--- src/rtl/regfile_wr_arbiter.sv ---
// Purpose : shares the register file's single write port between pipeline writeback (req 0) and the multi-cycle unit (req 1).
// Latency : 1 cycle from a valid/ready transfer to the registered regWrite pulse; address/data hold between writes.
// Backpr. : fixed priority to writeback; a requester-1 request denied STARVE_LIMIT cycles in a row is granted next.
//
// Ports:
//   clk, reset            clock (posedge) and asynchronous active-low reset
//   wb_valid/_reg_num/_data, wb_ready   requester 0 (writeback) handshake
//   mc_valid/_reg_num/_data, mc_ready   requester 1 (mul/div/load return) handshake
//   regWrite, write_reg_num, write_data registered register-file write port
//   starve_cnt            consecutive denied cycles of requester 1 (debug)
module regfile_wr_arbiter #(
    parameter int DATA_W       = 32,
    parameter int ADDR_W       = 5,
    parameter int STARVE_LIMIT = 4,
    parameter int DROP_R0      = 1
) (
    input  logic              clk,
    input  logic              reset,
    input  logic              wb_valid,
    input  logic [ADDR_W-1:0] wb_reg_num,
    input  logic [DATA_W-1:0] wb_data,
    output logic              wb_ready,
    input  logic              mc_valid,
    input  logic [ADDR_W-1:0] mc_reg_num,
    input  logic [DATA_W-1:0] mc_data,
    output logic              mc_ready,
    output logic              regWrite,
    output logic [ADDR_W-1:0] write_reg_num,
    output logic [DATA_W-1:0] write_data,
    output logic [3:0]        starve_cnt
);

    typedef enum logic {
        ST_NORMAL   = 1'b0,
        ST_FORCE_MC = 1'b1
    } state_t;

    localparam logic [3:0] LIMIT_C = 4'(STARVE_LIMIT);

    state_t              state_q, state_d;
    logic [3:0]          starve_cnt_q, starve_cnt_d;
    logic                reg_write_q, reg_write_d;
    logic [ADDR_W-1:0]   write_reg_num_q, write_reg_num_d;
    logic [DATA_W-1:0]   write_data_q, write_data_d;

    logic                wb_rdy;
    logic                mc_rdy;
    logic                wb_xfer;
    logic                mc_xfer;
    logic [3:0]          cnt_inc;
    logic [ADDR_W-1:0]   sel_num;
    logic [DATA_W-1:0]   sel_data;

    always_comb begin
        wb_rdy          = 1'b0;
        mc_rdy          = 1'b0;
        wb_xfer         = 1'b0;
        mc_xfer         = 1'b0;
        cnt_inc         = 4'd0;
        sel_num         = wb_reg_num;
        sel_data        = wb_data;
        state_d         = state_q;
        starve_cnt_d    = starve_cnt_q;
        reg_write_d     = 1'b0;
        write_reg_num_d = write_reg_num_q;
        write_data_d    = write_data_q;

        // Readies are forced low while reset is held so nothing is accepted
        // that could never be written.
        if (reset) begin
            case (state_q)
                ST_NORMAL: begin
                    wb_rdy = wb_valid;
                    mc_rdy = mc_valid & ~wb_valid;
                end
                ST_FORCE_MC: begin
                    wb_rdy = 1'b0;
                    mc_rdy = mc_valid;
                end
                default: begin
                    wb_rdy = 1'b0;
                    mc_rdy = 1'b0;
                end
            endcase
        end

        wb_xfer = wb_valid & wb_rdy;
        mc_xfer = mc_valid & mc_rdy;

        cnt_inc = (starve_cnt_q == 4'd15) ? 4'd15 : starve_cnt_q + 4'd1;

        // Count only consecutive denials; a grant or a withdrawn request restarts it.
        if (!mc_valid || mc_xfer) begin
            starve_cnt_d = 4'd0;
        end else begin
            starve_cnt_d = cnt_inc;
        end

        case (state_q)
            ST_NORMAL: begin
                if (mc_valid && !mc_xfer && cnt_inc == LIMIT_C) begin
                    state_d = ST_FORCE_MC;
                end
            end
            ST_FORCE_MC: begin
                if (mc_xfer || !mc_valid) begin
                    state_d = ST_NORMAL;
                end
            end
            default: state_d = ST_NORMAL;
        endcase

        // At most one transfer per cycle, so a simple select is enough.
        if (mc_xfer) begin
            sel_num  = mc_reg_num;
            sel_data = mc_data;
        end

        if (wb_xfer || mc_xfer) begin
            write_reg_num_d = sel_num;
            write_data_d    = sel_data;
            // Register 0 is hardwired: the transfer completes but no write is issued.
            reg_write_d     = !((DROP_R0 != 0) && (sel_num == '0));
        end
    end

    always_ff @(posedge clk or negedge reset) begin
        if (!reset) begin
            state_q         <= ST_NORMAL;
            starve_cnt_q    <= 4'd0;
            reg_write_q     <= 1'b0;
            write_reg_num_q <= '0;
            write_data_q    <= '0;
        end else begin
            state_q         <= state_d;
            starve_cnt_q    <= starve_cnt_d;
            reg_write_q     <= reg_write_d;
            write_reg_num_q <= write_reg_num_d;
            write_data_q    <= write_data_d;
        end
    end

    assign wb_ready      = wb_rdy;
    assign mc_ready      = mc_rdy;
    assign regWrite      = reg_write_q;
    assign write_reg_num = write_reg_num_q;
    assign write_data    = write_data_q;
    assign starve_cnt    = starve_cnt_q;

endmodule

--- config.mk ---
export PLATFORM = sky130hd
export DESIGN_NAME = regfile_wr_arbiter
export DESIGN_NICKNAME = d
export VERILOG_FILES = /design/src/rtl/regfile_wr_arbiter.sv
export SDC_FILE = /design/constraint.sdc
export NUM_CORES = 1
export LEC_CHECK = 0
export ABC_AREA = 1
export BUFFER_PORTS_ARGS = -buffer_cell sky130_fd_sc_hd__buf_4
export CAP_MARGIN = 15
export CELL_PAD_IN_SITES_DETAIL_PLACEMENT = 0
export CELL_PAD_IN_SITES_GLOBAL_PLACEMENT = 1
export CORE_MARGIN = 8
export CORE_UTILIZATION = 29
export CTS_CLUSTER_SIZE = 25
export DETAILED_ROUTE_END_ITERATION = 8
export HOLD_SLACK_MARGIN = 0.06
export PLACE_DENSITY = 0.77
export SYNTH_ARGS = -nofsm -noshare
export SYNTH_HDL_FRONTEND = slang
export SYNTH_SLANG_ARGS = --single-unit
--- constraint.sdc ---
create_clock -name clk -period 1.35 [get_ports clk]
set_input_delay 0.0675 -clock clk [delete_from_list [all_inputs] [get_ports clk]]
set_output_delay 0.0675 -clock clk [all_outputs]
set_load 0.03 [all_outputs]
# Word-level counts from Yosys, hierarchy flattened
# Cells that the tools add are included.
# totals
reg_bits	43
latchBits	0
ramBits	0
rom_bits	0
out_inout_bits	44
word_cells	33
n_memories	0
# op_classes
add_sub_neg	1
multipliers	0
div_mod_pow	0
order_cmp	0
n_eq_ne	2
shifts	0
muxes	12
bitwise_logic	5
reduce_logical	8
# op_table
op	count
2-to-1 mux 32 bit	1
2-to-1 mux 4 bit	2
case mux 1 bit (2 select lines)	3
zero test 5 bit	1
2-to-1 mux 1 bit	5
2-to-1 mux 5 bit	1
adder 4 x 1 -> 4 bit, second input constant	1
== test 4 x 3 -> 1 bit, second input constant	1
== test 4 bit, second input constant	1
bitwise AND 1 bit	3
zero test 1 bit	3
logical AND 1 bit	2
logical OR 1 bit	2
inverter 1 bit	2

# Longest topological paths before layout
# Gate-level depths: netlist (run 1).
# logic_depth
ltp_word	10
ltp_mapped	9
ltp_nobuf	8

# Worst setup path before layout (run 1)
# Ideal clock, no wire load.
# synth_timing
kind	register to register
from	reg starve_cnt_q[0], in the netlist starve_cnt[0]
to	reg state_q
arrival_time_ns	1.190
slack_ns	0.042
stages_incl_launch_ff	7
n_path_buf	0
period_less_slack_ns	1.308
cell_sequence	dfrtp_1 > ha_1 > nand2_1 > a21oi_1 > a21oi_1 > nand3_1 > nand2_1
# synth_via
elab_chain_cells	6
# synth_rtl
element	line_no	text
start, declared	41	logic [3:0] starve_cnt_q, starve_cnt_d;
start signal, assigned	136	starve_cnt_q <= starve_cnt_d;
adder 4 x 1 -> 4 bit or == test 4 bit (tied branches)	90	cnt_inc = (starve_cnt_q == 4'd15) ? 4'd15 : starve_cnt_q + 4'd1;
2-to-1 mux 4 bit (*)	90	
== test 4 x 3 -> 1 bit (*)	101	if (mc_valid && !mc_xfer && cnt_inc == LIMIT_C) begin
logical AND 1 bit (*)	101	
2-to-1 mux 1 bit (*)	101	
case mux 1 bit (2 select lines) (*)	99	case (state_q)
named net state_d	40	state_t state_q, state_d;
end signal, assigned	135	state_q <= state_d;
end, declared	40	
# Mark *: on every way through the listed nets, which the timed path passes. The rest lies on a longest branch.
# A chain may end at the register's enable or synchronous reset.

# Final worst setup path (run 1)
# layout_timing
from	reg state_q
to	reg write_data_q[23], in the netlist write_data[23]
# layout_via
elab_chain_cells	5
# layout_rtl
element	line_no	text
inverter 1 bit	71	case (state_q)
case mux 1 bit (2 select lines)	71	
2-to-1 mux 1 bit	70	if (reset) begin
bitwise AND 1 bit, on equally long branches	88, 87	
2-to-1 mux 32 bit or logical OR 1 bit (tied branches)	114, 119	
end signal, assigned	139	write_data_q <= write_data_d;
end, declared	44	logic [DATA_W-1:0] write_data_q, write_data_d;
# Several ways; a longest one is shown, not always the timed one.

==> results.yml, run 1 <==
detailed_routing:
  wirelength_mm: 8.16
  wl_per_cell_um: 15.2
  first_iter_violations: 77
  vias: 2414
  vias_per_cell: 4.50
  drt_first_pass_iters: 4
  route.detailed.drc: 0
  ant_nets: 0
placement:
  io_buffers: 121
  dp_hpwl_mm: 5.20
  pre_cts_ws_ps: -4.00
  routabilityCongestion: 0.773
cts:
  cts_root_buffer: "clkbuf_8"
  cts.path.max_buffers: 2
  cts_made_buffers: 5
  clk_latency_ps: 290
  htreeDepth: 2
  clk_pin_slew_ps: 80
  cts_sinks: 43
  tritoncts: "yes"
global_route:
  met1_usage_pct: 18.5
  grt_max_degree: 44
  grt_use_met2_pct: 27.3
  grt.total_usage_pct: 16.2
  grt_util_met3_pct: 5.87
  grt_pass1_wl_mm: 13.0
  grt_busiest_layer: "met2"
  globalRouteOverflowTotal: 0
  grt_pass1_vias: 2607
  antenna_found_initial: 0
sta:
  setup_viol: 0
  drv_slew: 0
  fin_crit_sh_pct: 92.2
  rsz0062_at_grt: "false"
  final.setup.tns_ps: 0
  slew_headroom_pct: 63.0
  layout_min_cycle_time_ps: 1240
  hold_viol: 0
  achievable-frequency_mhz: 804
  timing.hold.ws_ps: 95.6
  worst_pin_slew_ps: 556
  final.setup.worst_slack_ps: 106
  finalClockSkew_ps: 2.18
synthesis:
  netlist_area_um2: 2030
  synth-seq-cells: 43
  syn_inst: 248
  avgSynthCellArea_um2: 8.18
  synth_cell_types: 18
  ys_seq_area_share_pct: 53.0
  synth_nets: 327
  ys_warn_count: 0
worst_setup_path:
  crit_chain: "inv_2 -> nand2_2 -> nand2_8 -> buf_4 -> clkbuf_16 -> nand3_1 -> nand3_1"
  crit_cells: 7
  startpoint_type: "flop"
  slowest_delay_ps: 370
  critical-path-top-delay-family: "buffers and inverters"
  r2r-start: "state_q"
  cp_num_buf_inv: 3
  path_class: "flop to flop"
  crit_path_top_delay_cell: "dfrtp_1"
  arrival_ps: 1420
  crit_path_start: "state_q"
  worstPathRequired_ps: 1520
  crit_path_frequent_cell: "nand3_1"
  reg2reg_depth: 7
  crit_fanout: 15
  critPathCaptureType: "flop"
die:
  core_um2: 6790
  die_w_um: 99.7
  fp-row-count: 30
  start_util_pct: 29.9
  die_area_um2: 9930
  io_pins: 122
  dieHeight_um: 99.7
cells_and_area:
  multi_input_area_um2: 828
  final_core_utilization_pct: 57.3
  drive_above_1_share_pct: 34.5
  mostFrequentLayoutCells: "buf_4 (127), nand2_1 (82), nand3_1 (72)"
  area_delta_synth_final_pct: 91.9
  diodes: 0
  final_nets: 521
  area.sequential_um2: 1080
  final_common_cell: "buf_4"
  fillCellCount: 633
pwr:
  total_power_mw: 3.67
  p_leak_nw: 1.99
  powerDensity_nw_per_um2: 942
  peakVddDrop_mv: 0.434
hold_path:
  worstHoldPathCells: 3
  hp-start: "mc_reg_num[0]"
  hold_path_class: "input port to flop"
job:
  maxCapViolations: 0
run_status:
  outcome: "complete, no violations"
==> Yosys cell counts <==
cell type | n | area, µm²
o21ai_0 | 5 | 25.0
nand2_1 | 83 | 312
nand2_2 | 2 | 12.5
o21ai_2 | 1 | 8.76
o21ai_1 | 1 | 5.00
inv_2 | 2 | 7.51
nor3_2 | 1 | 10.0
nand2_4 | 1 | 11.3
nand3_1 | 72 | 360
nor2_1 | 6 | 22.5
inv_4 | 1 | 6.26
a21oi_1 | 4 | 20.0
dfrtp_1 | 43 | 1080
ha_1 | 1 | 12.5
inv_1 | 10 | 37.5
buf_2 | 10 | 50.1
buf_6 | 4 | 45.0
nand3b_1 | 1 | 7.51
==> final timing paths <==
kind	to	slack (ps)
worst max-delay path	write_data[23]	110
worst min-delay path	write_reg_num[0]	100
worst max register to register	write_data[23]	110
worst min register to register	write_reg_num[3]	490
max in group asynchronous	write_data[2]	490
min in group asynchronous	write_reg_num[2]	480
==> metrics by stage <==
step / cell area (µm²) / cells
final: 3890 / 537
after global placement: 3060 / 460
after detailed placement: 3060 / 460
after global routing: 3890 / 537
after floorplan: 2030 / 248
after CTS: 3810 / 533
==> kinds of logic after synthesis <==
group           share of synthesized area [%]
compound gates                           2.90
fa+ha+maj                               0.616
simple gates                             36.3
buf+inv                                  7.21
flops                                    53.0
==> per-layer routing <==
| layer | vias to the layer above | wire (µm) |
|---|---|---|
| li1 | 1196 | - |
| met1 | 1105 | 3490 |
| met2 | 95 | 3870 |
| met3 | 18 | 591 |
| met4 | 0 | 210 |
| met5 | - | 0 |
==> worst reg2reg max path, stage by stage (launching register included) <==
cell and delay, ps:
dfrtp_1 370, inv_2 50, nand2_2 110, nand2_8 90, buf_4 170, clkbuf_16 170, nand3_1 90, nand3_1 80
==> cell type report <==
cell class                      count  share of cell area [%]
Timing Repair Buffer              200                    44.3
Sequential cell                    43                    27.6
Multi-Input combinational cell    178                    21.3
Tap cell                           96                    3.08
Clock buffer                        6                    1.86
Inverter                           13                    1.64
Timing Repair inverter              1                   0.225
==> repair_timing <==
action | CTS | global route
setup buffers | 1 | 2
pin swaps | 0 | 1
hold buffers | 66 | 0
endpoints found under the hold margin | 76 | 0
gates cloned | 0 | 2
endpoints found under the setup margin | 3 | 17
resized for setup | 6 | 10
==> state kept, by name, indices dropped and copies added, names as in the netlist <==
signal,flops
write_data,32
starve_cnt,4
regWrite,1
state_q,1
write_reg_num,5
==> power by group <==
group	internal [mW]	total, mW	leakage (nW)	switching [mW]
sequential	1.45	1.55	0.544	0.0960
combinational	0.623	1.37	1.41	0.743
clock	0.345	0.759	0.0371	0.413
total	2.42	3.67	1.99	1.25
(Power assumes the default switching activity.)
==> inputs of run 2 (changes only) <==
--- a/config.mk
+++ b/config.mk
@@ -15,7 +15,7 @@
 export CTS_CLUSTER_SIZE = 25
 export DETAILED_ROUTE_END_ITERATION = 8
 export HOLD_SLACK_MARGIN = 0.06
-export PLACE_DENSITY = 0.77
+export PLACE_DENSITY = 0.8
 export SYNTH_ARGS = -nofsm -noshare
 export SYNTH_HDL_FRONTEND = slang
 export SYNTH_SLANG_ARGS = --single-unit
==> results.yml, run 2 (synthesized netlist as in run 1, its figures left out) <==
run_status:
  outcome: "complete, no violations"
detailed_routing:
  vias_per_cell: 4.47
  drt_first_pass_iters: 4
  wl_per_cell_um: 14.8
  wirelength_mm: 8.04
  route.detailed.drc: 0
  first_iter_violations: 100
  vias: 2426
  ant_nets: 0
die:
  die_area_um2: 9930
  core_um2: 6790
  dieHeight_um: 99.7
  die_w_um: 99.7
  io_pins: 122
  start_util_pct: 29.9
  fp-row-count: 30
cts:
  cts_sinks: 43
  htreeDepth: 2
  tritoncts: "yes"
  cts_made_buffers: 5
  cts.path.max_buffers: 2
  clk_latency_ps: 290
  clk_pin_slew_ps: 80
  cts_root_buffer: "clkbuf_8"
cells_and_area:
  drive_above_1_share_pct: 34.5
  fillCellCount: 606
  final_common_cell: "buf_4"
  final_nets: 525
  multi_input_area_um2: 811
  mostFrequentLayoutCells: "buf_4 (135), nand2_1 (83), nand3_1 (72)"
  largest_reg_flops: 32
  area.sequential_um2: 1080
  final_cells: 543
  area_delta_synth_final_pct: 92.2
sta:
  rsz0062_at_grt: "true"
  hold_viol: 0
  fin_crit_sh_pct: 98.6
  slew_headroom_pct: 75.5
  achievable-frequency_mhz: 751
  worst_pin_slew_ps: 367
  layout_min_cycle_time_ps: 1330
  setup_viol: 0
  finalClockSkew_ps: 4.63
  timing.hold.ws_ps: 83.6
  drv_slew: 0
  final.setup.worst_slack_ps: 18.8
worst_setup_path:
  crit_fanout: 12
  arrival_ps: 1500
  critPathCaptureType: "flop"
  startpoint_type: "flop"
  rrSetupSlack_ps: 20
  worstPathRequired_ps: 1520
  path_class: "flop to flop"
hold_path:
  hold_path_class: "input port to flop"
placement:
  routabilityCongestion: 0.723
  dp_hpwl_mm: 5.17
  io_buffers: 121
  place_inst: 459
  pre_cts_ws_ps: -132
pwr:
  p_leak_nw: 2.01
  peakVddDrop_mv: 0.421
  powerDensity_nw_per_um2: 985
job:
  maxCapViolations: 0
global_route:
  grt_pass1_vias: 2483
  grt.total_usage_pct: 15.7
  grt_pass1_wl_mm: 12.4
  globalRouteOverflowTotal: 0
  grt_max_degree: 44
  antenna_found_initial: 1
run 2: cell types whose count changed in the layout (fill, tap and decap cells not counted), sizes merged:
cell and delta:
buf +5, bufinv +1, clkbuf -1, clkinv +1, diode +1, inv -1
run 2: stage by stage:
stage | utilization, % | total power [mW] | area [µm²] | TNS [ps]
after detailed placement | 44.5 | 2.72 | 3020 | -1910
after floorplan | - | 2.16 | 2030 | 0
after CTS | 56.2 | 3.86 | 3810 | -33.5
after global placement | 44.5 | 2.71 | 3020 | -209
after global routing | 57.4 | 4.06 | 3900 | -66.6
final | 57.4 | 3.84 | 3900 | 0
run 2: path summary, 6_finish.rpt:
path	start	endpoint	depth (start not counted)
worst max-delay path	state_q	regWrite	9
worst min-delay path	mc_reg_num[4]	write_reg_num[4]	3
worst max register to register	state_q	regWrite	9
worst min register to register	write_data[1]	write_data[1]	2
max in group asynchronous	reset	write_data[18]	3
min in group asynchronous	reset	write_data[2]	3
run 2: worst max-delay path, cell delays in order (launching register included):
cell	delay, ps
dfrtp_1	360
inv_1	70
nand2_2	90
nand2_4	90
buf_8	150
buf_4	130
o21ai_2	120
nand2_1	60
nor2_1	90
nor2_1	50
run 2: metal layers:
metal | track usage (%) | routed length, µm
met5 | 0 | 0
met4 | 4.07 | 67
met3 | 6.42 | 692
met2 | 25.8 | 3920
met1 | 18.4 | 3360
run 2: where the power goes:
group	internal, mW	switching (mW)	leakage [nW]
sequential	1.45	0.0943	0.544
combinational	0.608	0.729	1.42
clock	0.542	0.420	0.0513
run 2: what timing repair did:
item | CTS | global route
hold buffers | 66 | 0
setup endpoints to repair | 40 | 32
gates cloned | 0 | 1
gates resized for setup | 7 | 5
buffers inserted | 1 | 8
endpoints found under the hold margin | 76 | 0
pin swaps | 0 | 1
run 2: layout make-up:
cell class                      count  area share (%)
Antenna cell                        1          0.0641
Clock buffer                        6            1.86
Clock inverter                      1           0.770
Inverter                           13            1.76
Multi-Input combinational cell    178            20.8
Sequential cell                    43            27.6
Tap cell                           96            3.08
Timing Repair Buffer              204            43.9
Timing Repair inverter              1           0.225
==> inputs of run 3 (changes only) <==
--- a/config.mk
+++ b/config.mk
@@ -6,16 +6,16 @@
 export NUM_CORES = 1
 export LEC_CHECK = 0
 export ABC_AREA = 1
-export BUFFER_PORTS_ARGS = -buffer_cell sky130_fd_sc_hd__buf_4
 export CAP_MARGIN = 15
 export CELL_PAD_IN_SITES_DETAIL_PLACEMENT = 0
 export CELL_PAD_IN_SITES_GLOBAL_PLACEMENT = 1
 export CORE_MARGIN = 8
-export CORE_UTILIZATION = 29
+export CORE_UTILIZATION = 42
 export CTS_CLUSTER_SIZE = 25
 export DETAILED_ROUTE_END_ITERATION = 8
+export DONT_BUFFER_PORTS = 1
 export HOLD_SLACK_MARGIN = 0.06
-export PLACE_DENSITY = 0.8
+export PLACE_DENSITY = 0.79
 export SYNTH_ARGS = -nofsm -noshare
 export SYNTH_HDL_FRONTEND = slang
 export SYNTH_SLANG_ARGS = --single-unit
==> results.yml, run 3 (synthesized netlist as in run 1, its figures left out) <==
run_status:
  outcome: "complete, no violations"
cells_and_area:
  final_nets: 411
  mostFrequentLayoutCells: "nand2_1 (82), dlygate4sd3_1 (73), nand3_1 (72)"
  largest_reg_flops: 32
  fillCellCount: 388
  diodes: 0
  drive_above_1_share_pct: 10.8
  final_common_cell: "nand2_1"
  fin_area_um2: 3120
  area.sequential_um2: 1080
  area_delta_synth_final_pct: 53.6
  final_cells: 387
  multi_input_area_um2: 818
cts:
  cts_made_buffers: 5
  clk_latency_ps: 290
  cts_root_buffer: "clkbuf_8"
  cts_sinks: 43
  cts.path.max_buffers: 2
  tritoncts: "yes"
  htreeDepth: 2
  clk_pin_slew_ps: 80
pwr:
  p_leak_nw: 1.48
  seqPwrFrac_pct: 55.8
  combPwrFrac_pct: 18.2
  powerDensity_nw_per_um2: 1090
  total_power_mw: 3.39
  power_switching_mw: 1.17
  p_int_mw: 2.22
  swShare_pct: 34.5
  peakVddDrop_mv: 0.556
  clockPowerShare_pct: 26.0
worst_setup_path:
  reg2reg_depth: 9
  rrSetupSlack_ps: 50
  r2r-start: "state_q"
  arrival_ps: 1470
  r2r-end: "regWrite"
  worstPathRequired_ps: 1520
  path_class: "flop to flop"
  critical-path-top-delay-family: "simple AND/OR/NAND/NOR gates"
  crit_chain: "inv_2 -> nand2_2 -> nand2_8 -> buf_12 -> nand2_1 -> o21ai_1 -> nand2_1 -> nor2_1 -> nor2_1"
  crit_path_top_delay_cell: "dfrtp_1"
  critPathCaptureType: "flop"
  startpoint_type: "flop"
  cp_num_buf_inv: 2
  slowest_delay_ps: 390
  crit_fanout: 9
die:
  die_area_um2: 7310
  fp-row-count: 25
  core_um2: 4690
  dieHeight_um: 85.5
  die_w_um: 85.5
  io_pins: 122
  start_util_pct: 43.3
global_route:
  globalRouteOverflowTotal: 0
  grt.total_usage_pct: 18.8
  grt_pass1_wl_mm: 10.9
  grt_pass1_vias: 2166
  antenna_found_initial: 0
  grt_max_degree: 44
hold_path:
  hp-start: "wb_reg_num[0]"
  worstHoldPathCells: 4
  hold_path_class: "input port to flop"
  hold_end: "write_reg_num[0]"
detailed_routing:
  vias_per_cell: 5.35
  wl_per_cell_um: 18.6
  first_iter_violations: 165
  ant_nets: 0
  drt_first_pass_iters: 4
  wirelength_mm: 7.22
  route.detailed.drc: 0
  vias: 2072
placement:
  dp_hpwl_mm: 4.00
  place_inst: 298
  dpl_cell_area_um2: 2110
  io_buffers: 0
  routabilityCongestion: 0.741
  pre_cts_ws_ps: -105
sta:
  setup_viol: 0
  final.setup.worst_slack_ps: 51.9
  final.setup.tns_ps: 0
  slew_headroom_pct: 76.6
  drv_slew: 0
  hold_viol: 0
  achievable-frequency_mhz: 770
  worst_pin_slew_ps: 351
  layout_min_cycle_time_ps: 1300
  fin_crit_sh_pct: 96.2
  finalClockSkew_ps: 6.44
job:
  maxCapViolations: 0
[run 3: changes by cell type in the layout (fill, tap and decap cells not counted), moves of 2 or more]
cell           before  now
clkbuf_16           0    3
inv_1              10    8
clkbuf_8            5    7
buf_4             135    9
dlygate4sd3_1      66   73
buf_12              0    3
[run 3: layout make-up]
class                      instances  share of cell area [%]
clock buffer                       8                    3.21
multi-input combinational        178                    26.3
sequential                        43                    34.5
inverter                          13                    2.37
timing repair buffer              90                    31.2
tap                               54                    2.17
timing repair inverter             1                   0.281
[run 3: metrics by stage]
| step | util (%) | hold WS (ps) |
|---|---|---|
| finish | 66.4 | 85.0 |
| global route | 66.4 | 106 |
| CTS | 63.6 | 71.6 |
| detailed placement | 45.1 | -227 |
| global placement | 45.1 | -227 |
| floorplan | - | -228 |
[run 3: worst max-delay path by stage]
stage,startpoint,depth (start not counted),to,slack [ps]
final,state_q,9,regWrite,50
after global routing,state_q,9,regWrite,-10
after CTS,state_q,5,mc_ready,-20
after detailed placement,state_q,5,write_reg_num[3],-110
after global placement,state_q,5,write_reg_num[0],-20
after floorplan,starve_cnt[0],6,state_q,40
[run 3: worst reg2reg max path, cell delays in order (launching register included)]
cell and delay [ps]:
dfrtp_1 390, inv_2 70, nand2_2 90, nand2_8 120
buf_12 130, nand2_1 50, o21ai_1 110, nand2_1 80
nor2_1 110, nor2_1 50
[run 3: timing repair]
action                                  CTS  global route
pin swaps                                 1             1
hold endpoints to repair                 86             0
cloned                                    0             4
setup buffers                             0             3
endpoints found under the setup margin   34             6
hold buffers                             74             0
resized for setup                         7             7
[run 3: power groups by stage]
stage	clock network (mW)	logic, mW	registers [mW]
after detailed placement	0	0.358	1.92
after floorplan	0	0.268	1.89
after CTS	0.920	0.570	1.90
after global placement	0	0.350	1.92
after global routing	0.970	0.690	1.92
final	0.884	0.618	1.89
[run 3: layer usage]
layer | share of wire, % | up-vias | global-route usage [%]
li1 | - | 985 | -
met1 | 36 | 987 | 20.3
met2 | 53 | 94 | 33.4
met3 | 9.9 | 6 | 7.35
met4 | 1.0 | 0 | 4.78
met5 | 0 | - | 0
